===== src/rtl/meas_result_reader_if.sv =====
// Bundle of the dpram read port and the {y,x} output stream used by meas_result_reader.
// master: the reader (drives rd_en/rd_addr and m_data/m_valid).
// slave : the memory and sink side (drives rd_data and m_ready).
interface meas_result_reader_if #(
    parameter int AW = 12,
    parameter int DW = 32
);
    logic            rd_en;
    logic [AW-1:0]   rd_addr;
    logic [DW-1:0]   rd_data;
    logic [2*DW-1:0] m_data;
    logic            m_valid;
    logic            m_ready;

    modport master (
        output rd_en, rd_addr, m_data, m_valid,
        input  rd_data, m_ready
    );

    modport slave (
        input  rd_en, rd_addr, m_data, m_valid,
        output rd_data, m_ready
    );
endinterface


===== src/rtl/meas_result_reader.sv =====
// meas_result_reader: drains x/y word pairs from a measurement dpram into a small
// first-word-fall-through FIFO and streams them out as {y,x} beats.
// Reads are gated by the writer's live word count and by FIFO credit, so a drain
// can overlap filling and the FIFO can never overflow.
// Optional header beat: define MEAS_RESULT_READER_HDR_EN.
module meas_result_reader #(
    parameter int AW      = 12,
    parameter int DW      = 32,
    parameter int RDLAT   = 2,
    parameter int FIFO_AW = 2
) (
    input  logic                 clk,
    input  logic                 reset_n,
    input  logic                 start,
    input  logic                 abort,
    input  logic [AW-2:0]        len,
    input  logic [AW:0]          wr_count,
    output logic                 busy,
    output logic                 done,
    output logic [15:0]          frame_cnt,
    meas_result_reader_if.master bus
);
    localparam int DEPTH = 2 ** FIFO_AW;

    typedef enum logic [2:0] {
        S_IDLE,
`ifdef MEAS_RESULT_READER_HDR_EN
        S_HDR,
`endif
        S_READ,
        S_DRAIN,
        S_DONE
    } state_t;

    state_t             state_q, state_d;
    logic [AW-1:0]      addr_q, addr_d;
    logic [AW-1:0]      last_q, last_d;
    logic [AW-1:0]      rd_addr_q, rd_addr_d;
    logic               rd_en_q, rd_en_d;
    logic [15:0]        frame_q, frame_d;
    logic [FIFO_AW:0]   inflight_q, inflight_d;
    logic [FIFO_AW:0]   cnt_q, cnt_d;
    logic [FIFO_AW-1:0] wptr_q, wptr_d;
    logic [FIFO_AW-1:0] rptr_q, rptr_d;
    logic [RDLAT-1:0]   vld_q, vld_d;
    logic [RDLAT-1:0]   odd_q, odd_d;
    logic [DW-1:0]      x_hold_q, x_hold_d;
    logic [2*DW-1:0]    fifo_mem [DEPTH];

    logic               push_en;
    logic               pair_push;
    logic [2*DW-1:0]    push_word;
    logic               pop;
    logic               issue_x;
    logic               word_ready;
    logic               credit_ok;
    logic               m_valid;

    // Next-state, read issue, capture and FIFO bookkeeping; abort overrides everything.
    always_comb begin
        state_d    = state_q;
        addr_d     = addr_q;
        last_d     = last_q;
        rd_en_d    = 1'b0;
        rd_addr_d  = rd_addr_q;
        frame_d    = frame_q;
        x_hold_d   = x_hold_q;
        issue_x    = 1'b0;
        push_en    = 1'b0;
        pair_push  = 1'b0;
        push_word  = '0;

        word_ready = wr_count > {1'b0, addr_q};
        credit_ok  = ({1'b0, cnt_q} + {1'b0, inflight_q}) < (FIFO_AW + 2)'(DEPTH);
        pop        = (cnt_q != '0) && bus.m_ready;

        vld_d[0] = rd_en_q;
        odd_d[0] = rd_addr_q[0];
        for (int i = 1; i < RDLAT; i++) begin
            vld_d[i] = vld_q[i-1];
            odd_d[i] = odd_q[i-1];
        end

        if (vld_q[RDLAT-1]) begin
            if (odd_q[RDLAT-1]) begin
                pair_push = 1'b1;
                push_en   = 1'b1;
                push_word = {bus.rd_data, x_hold_q};
            end else begin
                x_hold_d = bus.rd_data;
            end
        end

        case (state_q)
            S_IDLE: begin
                if (start) begin
                    addr_d = '0;
                    last_d = {len - (AW-1)'(1), 1'b1};
`ifdef MEAS_RESULT_READER_HDR_EN
                    state_d = S_HDR;
`else
                    state_d = S_READ;
`endif
                end
            end
`ifdef MEAS_RESULT_READER_HDR_EN
            S_HDR: begin
                push_en   = 1'b1;
                push_word = {DW'({16'hACC0, frame_q}), DW'({1'b0, last_q} + (AW+1)'(1))};
                state_d   = S_READ;
            end
`endif
            S_READ: begin
                if (word_ready && (addr_q[0] || credit_ok)) begin
                    rd_en_d   = 1'b1;
                    rd_addr_d = addr_q;
                    addr_d    = addr_q + AW'(1);
                    issue_x   = !addr_q[0];
                    if (addr_q == last_q) begin
                        state_d = S_DRAIN;
                    end
                end
            end
            S_DRAIN: begin
                if (inflight_q == '0 && cnt_q == '0) begin
                    state_d = S_DONE;
                end
            end
            S_DONE: begin
                frame_d = frame_q + 16'd1;
                state_d = S_IDLE;
            end
            default: state_d = S_IDLE;
        endcase

        inflight_d = inflight_q + (FIFO_AW+1)'(issue_x) - (FIFO_AW+1)'(pair_push);
        cnt_d      = cnt_q + (FIFO_AW+1)'(push_en) - (FIFO_AW+1)'(pop);
        wptr_d     = push_en ? wptr_q + FIFO_AW'(1) : wptr_q;
        rptr_d     = pop ? rptr_q + FIFO_AW'(1) : rptr_q;

        if (abort) begin
            state_d    = S_IDLE;
            rd_en_d    = 1'b0;
            vld_d      = '0;
            inflight_d = '0;
            cnt_d      = '0;
            wptr_d     = '0;
            rptr_d     = '0;
            push_en    = 1'b0;
            frame_d    = frame_q;
        end
    end

    // State and control registers, all returned to idle values on reset.
    always_ff @(posedge clk or negedge reset_n) begin
        if (!reset_n) begin
            state_q    <= S_IDLE;
            addr_q     <= '0;
            last_q     <= '0;
            rd_addr_q  <= '0;
            rd_en_q    <= 1'b0;
            frame_q    <= '0;
            inflight_q <= '0;
            cnt_q      <= '0;
            wptr_q     <= '0;
            rptr_q     <= '0;
            vld_q      <= '0;
            odd_q      <= '0;
            x_hold_q   <= '0;
        end else begin
            state_q    <= state_d;
            addr_q     <= addr_d;
            last_q     <= last_d;
            rd_addr_q  <= rd_addr_d;
            rd_en_q    <= rd_en_d;
            frame_q    <= frame_d;
            inflight_q <= inflight_d;
            cnt_q      <= cnt_d;
            wptr_q     <= wptr_d;
            rptr_q     <= rptr_d;
            vld_q      <= vld_d;
            odd_q      <= odd_d;
            x_hold_q   <= x_hold_d;
        end
    end

    // FIFO storage; contents are only observable while the count says they are valid.
    always_ff @(posedge clk) begin
        if (push_en) begin
            fifo_mem[wptr_q] <= push_word;
        end
    end

    assign m_valid     = (cnt_q != '0);
    assign bus.m_valid = m_valid;
    assign bus.m_data  = m_valid ? fifo_mem[rptr_q] : '0;
    assign bus.rd_en   = rd_en_q;
    assign bus.rd_addr = rd_addr_q;
    assign busy        = (state_q != S_IDLE);
    assign done        = (state_q == S_DONE);
    assign frame_cnt   = frame_q;
endmodule


===== src/flat_wrapper.sv =====
// flat-port wrapper written by rule: the top's interface ports become plain ports
module meas_result_reader_flat 
#(
    parameter int AW      = 12,
    parameter int DW      = 32,
    parameter int RDLAT   = 2,
    parameter int FIFO_AW = 2
)
  (clk, reset_n, start, abort, len, wr_count, busy, done, frame_cnt, bus_rd_en, bus_rd_addr, bus_m_data, bus_m_valid, bus_rd_data, bus_m_ready);
  meas_result_reader_if #(.AW(AW), .DW(DW)) bus_i ();
  input  logic clk;
  input  logic reset_n;
  input  logic start;
  input  logic abort;
  input  logic [AW-2:0] len;
  input  logic [AW:0] wr_count;
  output logic busy;
  output logic done;
  output logic [15:0] frame_cnt;
  output wire logic [$bits(bus_i.rd_en)-1:0] bus_rd_en;
  output wire logic [$bits(bus_i.rd_addr)-1:0] bus_rd_addr;
  output wire logic [$bits(bus_i.m_data)-1:0] bus_m_data;
  output wire logic [$bits(bus_i.m_valid)-1:0] bus_m_valid;
  input wire logic [$bits(bus_i.rd_data)-1:0] bus_rd_data;
  input wire logic [$bits(bus_i.m_ready)-1:0] bus_m_ready;
  assign bus_rd_en = bus_i.rd_en;
  assign bus_rd_addr = bus_i.rd_addr;
  assign bus_m_data = bus_i.m_data;
  assign bus_m_valid = bus_i.m_valid;
  assign bus_i.rd_data = bus_rd_data;
  assign bus_i.m_ready = bus_m_ready;
  meas_result_reader #(.AW(AW), .DW(DW), .RDLAT(RDLAT), .FIFO_AW(FIFO_AW)) u_core (.clk(clk), .reset_n(reset_n), .start(start), .abort(abort), .len(len), .wr_count(wr_count), .busy(busy), .done(done), .frame_cnt(frame_cnt), .bus(bus_i));
endmodule

===== config.mk =====
export PLATFORM = sky130hd
export DESIGN_NAME = meas_result_reader_flat
export DESIGN_NICKNAME = d
export VERILOG_FILES = /design/src/rtl/meas_result_reader_if.sv /design/src/rtl/meas_result_reader.sv /design/src/flat_wrapper.sv
export SDC_FILE = /design/constraint.sdc
export NUM_CORES = 1
export LEC_CHECK = 0
export ABC_AREA = 0
export CAP_MARGIN = 10
export CELL_PAD_IN_SITES_DETAIL_PLACEMENT = 1
export CELL_PAD_IN_SITES_GLOBAL_PLACEMENT = 1
export CORE_ASPECT_RATIO = 0.7
export CORE_UTILIZATION = 45
export DETAILED_ROUTE_END_ITERATION = 6
export GPL_TIMING_DRIVEN = 0
export PLACE_DENSITY = 0.8
export SLEW_MARGIN = 20
export SYNTH_ARGS = -nofsm -noshare
export SYNTH_HDL_FRONTEND = slang
export SYNTH_SLANG_ARGS = --single-unit
export TNS_END_PERCENT = 1

===== constraint.sdc =====
create_clock -name clk -period 7.1 [get_ports clk]
set_clock_uncertainty 0.1 [all_clocks]
set_input_delay 1.775 -clock clk [delete_from_list [all_inputs] [get_ports clk]]
set_output_delay 1.775 -clock clk [all_outputs]
set_load 0.01 [all_outputs]

==> flow_summary.json, run 1 <==
{
  "synth-seq-cells": 357,
  "cts_tree": "done",
  "avgSynthCellArea_um2": 16.0,
  "num_rows": 55,
  "final_cell_mix": "256 x edfxtp_1, 155 x clkdlybuf4s50_1, 101 x dfrtp_1",
  "max_stage_delay_ns": 0.65,
  "cap_violations": 0,
  "busiest_layer": "met2",
  "synth-edff-count": 256,
  "track_usage_pct": 23.5,
  "worstPathCellList": "clkbuf_1 > clkbuf_1 > mux4_2 > and2_1 > clkdlybuf4s50_1",
  "via_per_inst": 5.56,
  "critPathArrivalTime_ns": 3.25,
  "numPortBuffers": 156,
  "gp_congestion": 0.770,
  "final_cells": 1613,
  "period_needed_ns": 5.12,
  "layout_commonest_cell": "edfxtp_1",
  "coreArea_mm2": 0.0326,
  "remaining_drc_errors": 4,
  "violations": "design-rule violations",
  "multi_input_area_mm2": 0.00452,
  "rr_worst_depth": 13,
  "finalSetupViolations": 0,
  "drive_gt1_share_pct": 17.1,
  "grt_pass1_vias": 9647,
  "path_class": "reg -> out",
  "power_density_mw_per_mm2": 322,
  "routed_wl_um": 38600,
  "cts_buffer_depth": 3,
  "slew_headroom_pct": 33.9,
  "cts_made_buffers": 36,
  "status": "finished, violations left",
  "hold_viol": 0,
  "synth_warnings": 0,
  "grt_overflow": 0,
  "wl_per_cell_um": 23.9,
  "antenna_found_initial": 0,
  "clkTransAtPathRegs_ns": 0.06,
  "synth_ff_type": "edfxtp_1",
  "antenna_left": 0,
  "clkLatencyLatePin_ns": 0.53,
  "async_flop_share_pct": 28.3,
  "cts_resized": 0,
  "first_pass_iters": 7,
  "syn2layout_area_growth_pct": 23.9,
  "grt_util_met1_pct": 33.8,
  "leakage_uw": 0.00687,
  "final-seq-area_mm2": 0.0102,
  "ys_seq_area_share_pct": 68.0,
  "grt_max_degree": 73,
  "fin_crit_sh_pct": 72.1,
  "fin_area_mm2": 0.0186,
  "worstSetupStartpointType": "flop",
  "hold_buffers": 0,
  "fin_tns_setup_ns": 0,
  "diodes": 0,
  "syn-num-nets": 1028,
  "vias": 8974,
  "ys_types": 47,
  "met3_usage_pct": 3.78,
  "start_util_pct": 46.1,
  "post-place-cells": 1550,
  "root_buffer": "clkbuf_16",
  "slew_violations": 0,
  "cts_sinks": 357,
  "netlist_top_cells_area": "edfxtp_1 51%, dfrtp_1 17%, mux4_2 9.6%",
  "die_width_um": 220,
  "postCtsSetupBuffers": 0,
  "crit_path_end_kind": "output pin",
  "yosys.area.top_type_share_pct": 51.2,
  "tightest_slew_ns": 0.992,
  "critPathMaxFanout": 10,
  "hp-class": "reg -> reg",
  "holdPathStages": 0,
  "drt-initial-drc-count": 657,
  "cp_slowest_cell": "clkbuf_1",
  "place_area_mm2": 0.0174,
  "cts-htree-levels": 2,
  "irDropWorstVdd_mv": 0.232,
  "yosysTopAreaCell": "edfxtp_1",
  "finalNetCount": 1253,
  "synthesis.area_mm2": 0.0150,
  "grt_pass1_wl_um": 59200,
  "die_area_mm2": 0.0341,
  "fmax_mhz": 195,
  "hpwlAfterDp_um": 27000,
  "grtUsageMet2_pct": 37.5,
  "syn_inst": 936,
  "chipHeight_um": 155,
  "crit_top_cell": "clkbuf_1",
  "nFillCells": 3073,
  "rsz0062_at_grt": "no",
  "required_ns": 5.22,
  "ios": 157
}
[stage by stage]
stage,setup WS (ns),total power (uW),hold WS (ns),util (%)
final,1.98,5990,0.287,57.2
after global routing,1.85,6230,0.292,57.2
after CTS,1.95,6050,0.281,57.2
after detailed placement,2.14,4150,0.260,53.6
after global placement,-4.85,4080,0.238,52.6
after floorplan,-0.472,3370,0.231,-
[cell families (layout without fill, tap and decap cells)]
kind of cell | count (synthesis) | count (layout) | share of synthesized area, %
XOR/XNOR | 43 | 43 | 2.51
flip-flops | 357 | 357 | 68.0
adder cells (fa/ha/maj) | 31 | 31 | 2.68
AO/OA/AOI/OAI | 63 | 63 | 2.59
buffers and inverters | 78 | 328 | 2.03
multiplexers | 101 | 101 | 12.4
AND/OR/NAND/NOR | 263 | 263 | 9.81
[area by class of cell]
class | instances | share of cell area, %
buffer | 51 | 1.10
clock buffer | 51 | 5.54
clock inverter | 12 | 0.699
inverter | 27 | 0.545
multi-input combinational | 501 | 24.3
sequential | 357 | 54.9
tap | 427 | 2.87
timing repair buffer | 187 | 10.0
[power by group]
| part | internal [uW] | switching, uW | total [uW] |
|---|---|---|---|
| clock network | 1090 | 795 | 1880 |
| registers | 2380 | 118 | 2500 |
| logic | 762 | 841 | 1600 |
| total | 4230 | 1750 | 5990 |
[cell usage after synthesis (2+ instances only)]
cell type	n
dfrtp_1	101
nor3_1	10
xnor2_1	37
nor2b_1	8
ha_1	29
nor3b_1	4
nand2_1	44
fa_1	2
mux2_2	34
xor2_1	6
nand3_1	13
nand2b_1	6
and2_1	65
or3_1	2
mux2_1	2
o211ai_1	2
buf_1	5
o21ai_0	28
nand4_1	5
inv_1	26
a21oi_1	7
edfxtp_1	256
mux4_2	64
and3_1	71
a31oi_1	2
a21o_1	4
nor2_1	27
o21ai_1	12
buf_2	10
clkbuf_1	36
and4_1	2
[metal layers]
metal	vias to the layer above	routed length (um)
li1	3955	-
met5	-	0
met4	0	686
met1	4720	17600
met3	54	1750
met2	245	18600
[worst paths after layout]
kind / startpoint / to / slack [ns]
setup / recovery: u_core.rptr_q[1] / bus_m_data[4] / 1.98
hold / removal: u_core.odd_q[0] / u_core.odd_q[1] / 0.29
setup reg to reg: u_core.addr_q[6] / u_core.inflight_q[1] / 3.69
hold reg to reg: u_core.odd_q[0] / u_core.odd_q[1] / 0.29
max in group asynchronous: reset_n / u_core.bus.rd_addr[8] / 5.15
min in group asynchronous: reset_n / u_core.frame_cnt[5] / 1.04
[flip-flops by register name, indices dropped and copies added, names as in the netlist]
| register | flops |
|---|---|
| u_core.bus.rd_en | 1 |
| u_core.state_q | 2 |
| u_core.wptr_q | 2 |
| u_core.odd_q | 2 |
| u_core.vld_q | 2 |
| u_core.frame_cnt | 16 |
| u_core.rptr_q | 2 |
| u_core.inflight_q | 3 |
| u_core.fifo_mem | 256 |
| u_core.x_hold_q | 32 |
| u_core.last_q | 12 |
| u_core.cnt_q | 3 |
| u_core.bus.rd_addr | 12 |
| u_core.addr_q | 12 |
[critical path: cells and delay by family, from the launching register on]
family | cells | cell delay, ns
mux | 1 | 0.46
simple gates | 1 | 0.19
buf+inv | 3 | 1.70
flops | 1 | 0.35
Power figures use the tool's default switching activity.
==> run 2: changes to the inputs <==
==> constraint.sdc (replaced) <==
create_clock -name clk -period 5 [get_ports clk]
set_clock_uncertainty 0.1 [all_clocks]
set_input_delay 1.25 -clock clk [delete_from_list [all_inputs] [get_ports clk]]
set_output_delay 1.25 -clock clk [all_outputs]
set_load 0.01 [all_outputs]
==> results of run 2 <==
Same layout as run 1 (identical final DEF). Status: finished, violations left: design-rule violations.
Among the figures that moved: setup slack after placement 2.14 ns -> 0.568 ns; setup slack after layout 1.98 ns -> 0.405 ns; register-to-register setup slack 3.69 ns -> 1.59 ns; total power 5990 uW -> 8500 uW; worst IR drop on VDD 0.232 mV -> 0.329 mV
==> run 3: changes to the inputs <==
--- a/config.mk
+++ b/config.mk
@@ -13,7 +13,7 @@
 export CORE_UTILIZATION = 45
 export DETAILED_ROUTE_END_ITERATION = 6
 export GPL_TIMING_DRIVEN = 0
-export PLACE_DENSITY = 0.8
+export PLACE_DENSITY = 0.82
 export SLEW_MARGIN = 20
 export SYNTH_ARGS = -nofsm -noshare
 export SYNTH_HDL_FRONTEND = slang
==> run 3 against run 2 <==
  * Non-clock buffer count did not move
  * The run still ends with design-rule violations left
  * Sequential cell count stayed put
  * Die area unchanged
  * Highest routed layer is now met5
  * Global-route usage shrank 0.095 points
  * Sequential power about the same
==> flow_summary.json, run 3 (synthesis results as in run 1) <==
{
  "period_needed_ns": 4.64,
  "status": "finished, violations left",
  "cts-htree-levels": 2,
  "num_rows": 55,
  "cts_tree": "done",
  "first_pass_iters": 7,
  "hold_viol": 0,
  "root_buffer": "clkbuf_16",
  "largest_reg_flops": 256,
  "track_usage_pct": 23.4,
  "clkLatencyLatePin_ns": 0.54,
  "post-place-cells": 1550,
  "worstPathCellList": "clkbuf_1 > clkbuf_1 > mux4_2 > and2_1 > clkdlybuf4s50_1",
  "hpwlAfterDp_um": 27400,
  "postCtsSetupBuffers": 0,
  "drive_gt1_share_pct": 17.0,
  "grt_pass1_wl_um": 59200,
  "antenna_left": 0,
  "routed_wl_um": 38300,
  "clkTransAtPathRegs_ns": 0.06,
  "grt_max_degree": 66,
  "remaining_drc_errors": 6,
  "cap_violations": 0,
  "cp_slowest_cell": "clkbuf_1",
  "critPathArrivalTime_ns": 3.29,
  "hold_buffers": 0,
  "syn2layout_area_growth_pct": 23.9,
  "irDropWorstVdd_mv": 0.378,
  "layout_commonest_cell": "edfxtp_1",
  "fmax_mhz": 215,
  "leakage_uw": 0.00687,
  "fin_hold_ws_ns": 0.257,
  "die_width_um": 220,
  "via_per_inst": 5.54,
  "path_class": "reg -> out",
  "cts_resized": 0,
  "nFillCells": 3046,
  "tightest_slew_ns": 1.00,
  "crit_path_end_kind": "output pin",
  "numPortBuffers": 156,
  "die_area_mm2": 0.0341,
  "cts_made_buffers": 35,
  "rsz0062_at_grt": "no",
  "worstSetupStartpointType": "flop",
  "ios": 157,
  "gp_congestion": 0.785,
  "grt_pass1_vias": 9858,
  "slew_violations": 0,
  "violations": "design-rule violations",
  "finalSetupViolations": 0,
  "cts_sinks": 357,
  "crit_top_cell": "clkbuf_1",
  "finalNetCount": 1252,
  "start_util_pct": 46.1,
  "final_cells": 1614,
  "cts_buffer_depth": 3,
  "fin_crit_sh_pct": 92.9,
  "slew_headroom_pct": 33.2,
  "pre_cts_ws_ns": 0.514,
  "critPathMaxFanout": 10,
  "utilization_pct": 57.2,
  "vias": 8948,
  "fin_ws_ns": 0.356,
  "final_cell_mix": "256 x edfxtp_1, 155 x clkdlybuf4s50_1, 101 x dfrtp_1",
  "antenna_found_initial": 2,
  "wl_per_cell_um": 23.7,
  "drt-initial-drc-count": 714,
  "required_ns": 3.65,
  "largest_register": "u_core.fifo_mem",
  "coreArea_mm2": 0.0326,
  "hp-class": "reg -> reg",
  "max_stage_delay_ns": 0.66,
  "grt_overflow": 0,
  "chipHeight_um": 155,
  "power_density_mw_per_mm2": 454
}
-- run 3: changes by cell type in the layout (fill, tap and decap cells not counted), sizes merged --
cell | before | now
clkinvlp | 2 | 1
clkbuf | 87 | 83
clkinv | 8 | 12
diode | 0 | 1
inv | 27 | 28
-- run 3: cell type report --
type / instances / area [um2] / area share (%)
Multi-Input combinational cell: 501 / 4520 / 24.3
Timing Repair Buffer: 187 / 1890 / 10.2
Buffer: 51 / 204 / 1.10
Sequential cell: 357 / 10200 / 54.9
Antenna cell: 1 / 2.50 / 0.0134
Inverter: 27 / 101 / 0.545
Clock buffer: 47 / 992 / 5.33
Clock inverter: 16 / 141 / 0.760
Tap cell: 427 / 534 / 2.87
-- run 3: metrics by stage --
| step | total power (uW) | cell area (um2) | setup TNS, ns |
|---|---|---|---|
| after floorplan | 4780 | 15000 | -367.36 |
| after global placement | 5800 | 17100 | -1513.10 |
| after detailed placement | 5890 | 17500 | 0 |
| after CTS | 8550 | 18600 | 0 |
| after global routing | 8820 | 18600 | 0 |
| final | 8440 | 18600 | 0 |
-- run 3: final timing paths --
check | startpoint | endpoint | slack, ns | depth (start not counted)
setup reg to reg | u_core.addr_q[6] | u_core.inflight_q[1] | 1.56 | 13
setup / recovery | u_core.rptr_q[1] | bus_m_data[48] | 0.36 | 5
min in group asynchronous | reset_n | u_core.x_hold_q[21] | 0.53 | 1
hold reg to reg | u_core.odd_q[0] | u_core.odd_q[1] | 0.26 | 0
hold / removal | u_core.odd_q[0] | u_core.odd_q[1] | 0.26 | 0
max in group asynchronous | reset_n | u_core.bus.rd_addr[8] | 3.57 | 2
-- run 3: metal layers --
metal	part of all wire (%)	global-route usage [%]
met5	0.029	0
met4	1.5	5.58
met3	4.7	3.97
met2	49	38.1
met1	45	32.8
-- run 3: where the power goes --
part / internal (uW) / switching (uW) / total, uW
logic: 1080 / 1180 / 2260
registers: 3380 / 178 / 3560
clock network: 1500 / 1120 / 2620
total: 5970 / 2470 / 8440
-- run 3: critical path: cells and delay by family (launching register included) --
| kind | cells | cell delay [ns] |
|---|---|---|
| buffers and inverters | 3 | 1.80 |
| muxes | 1 | 0.43 |
| DFF | 1 | 0.35 |
| and+or+nand+nor | 1 | 0.19 |
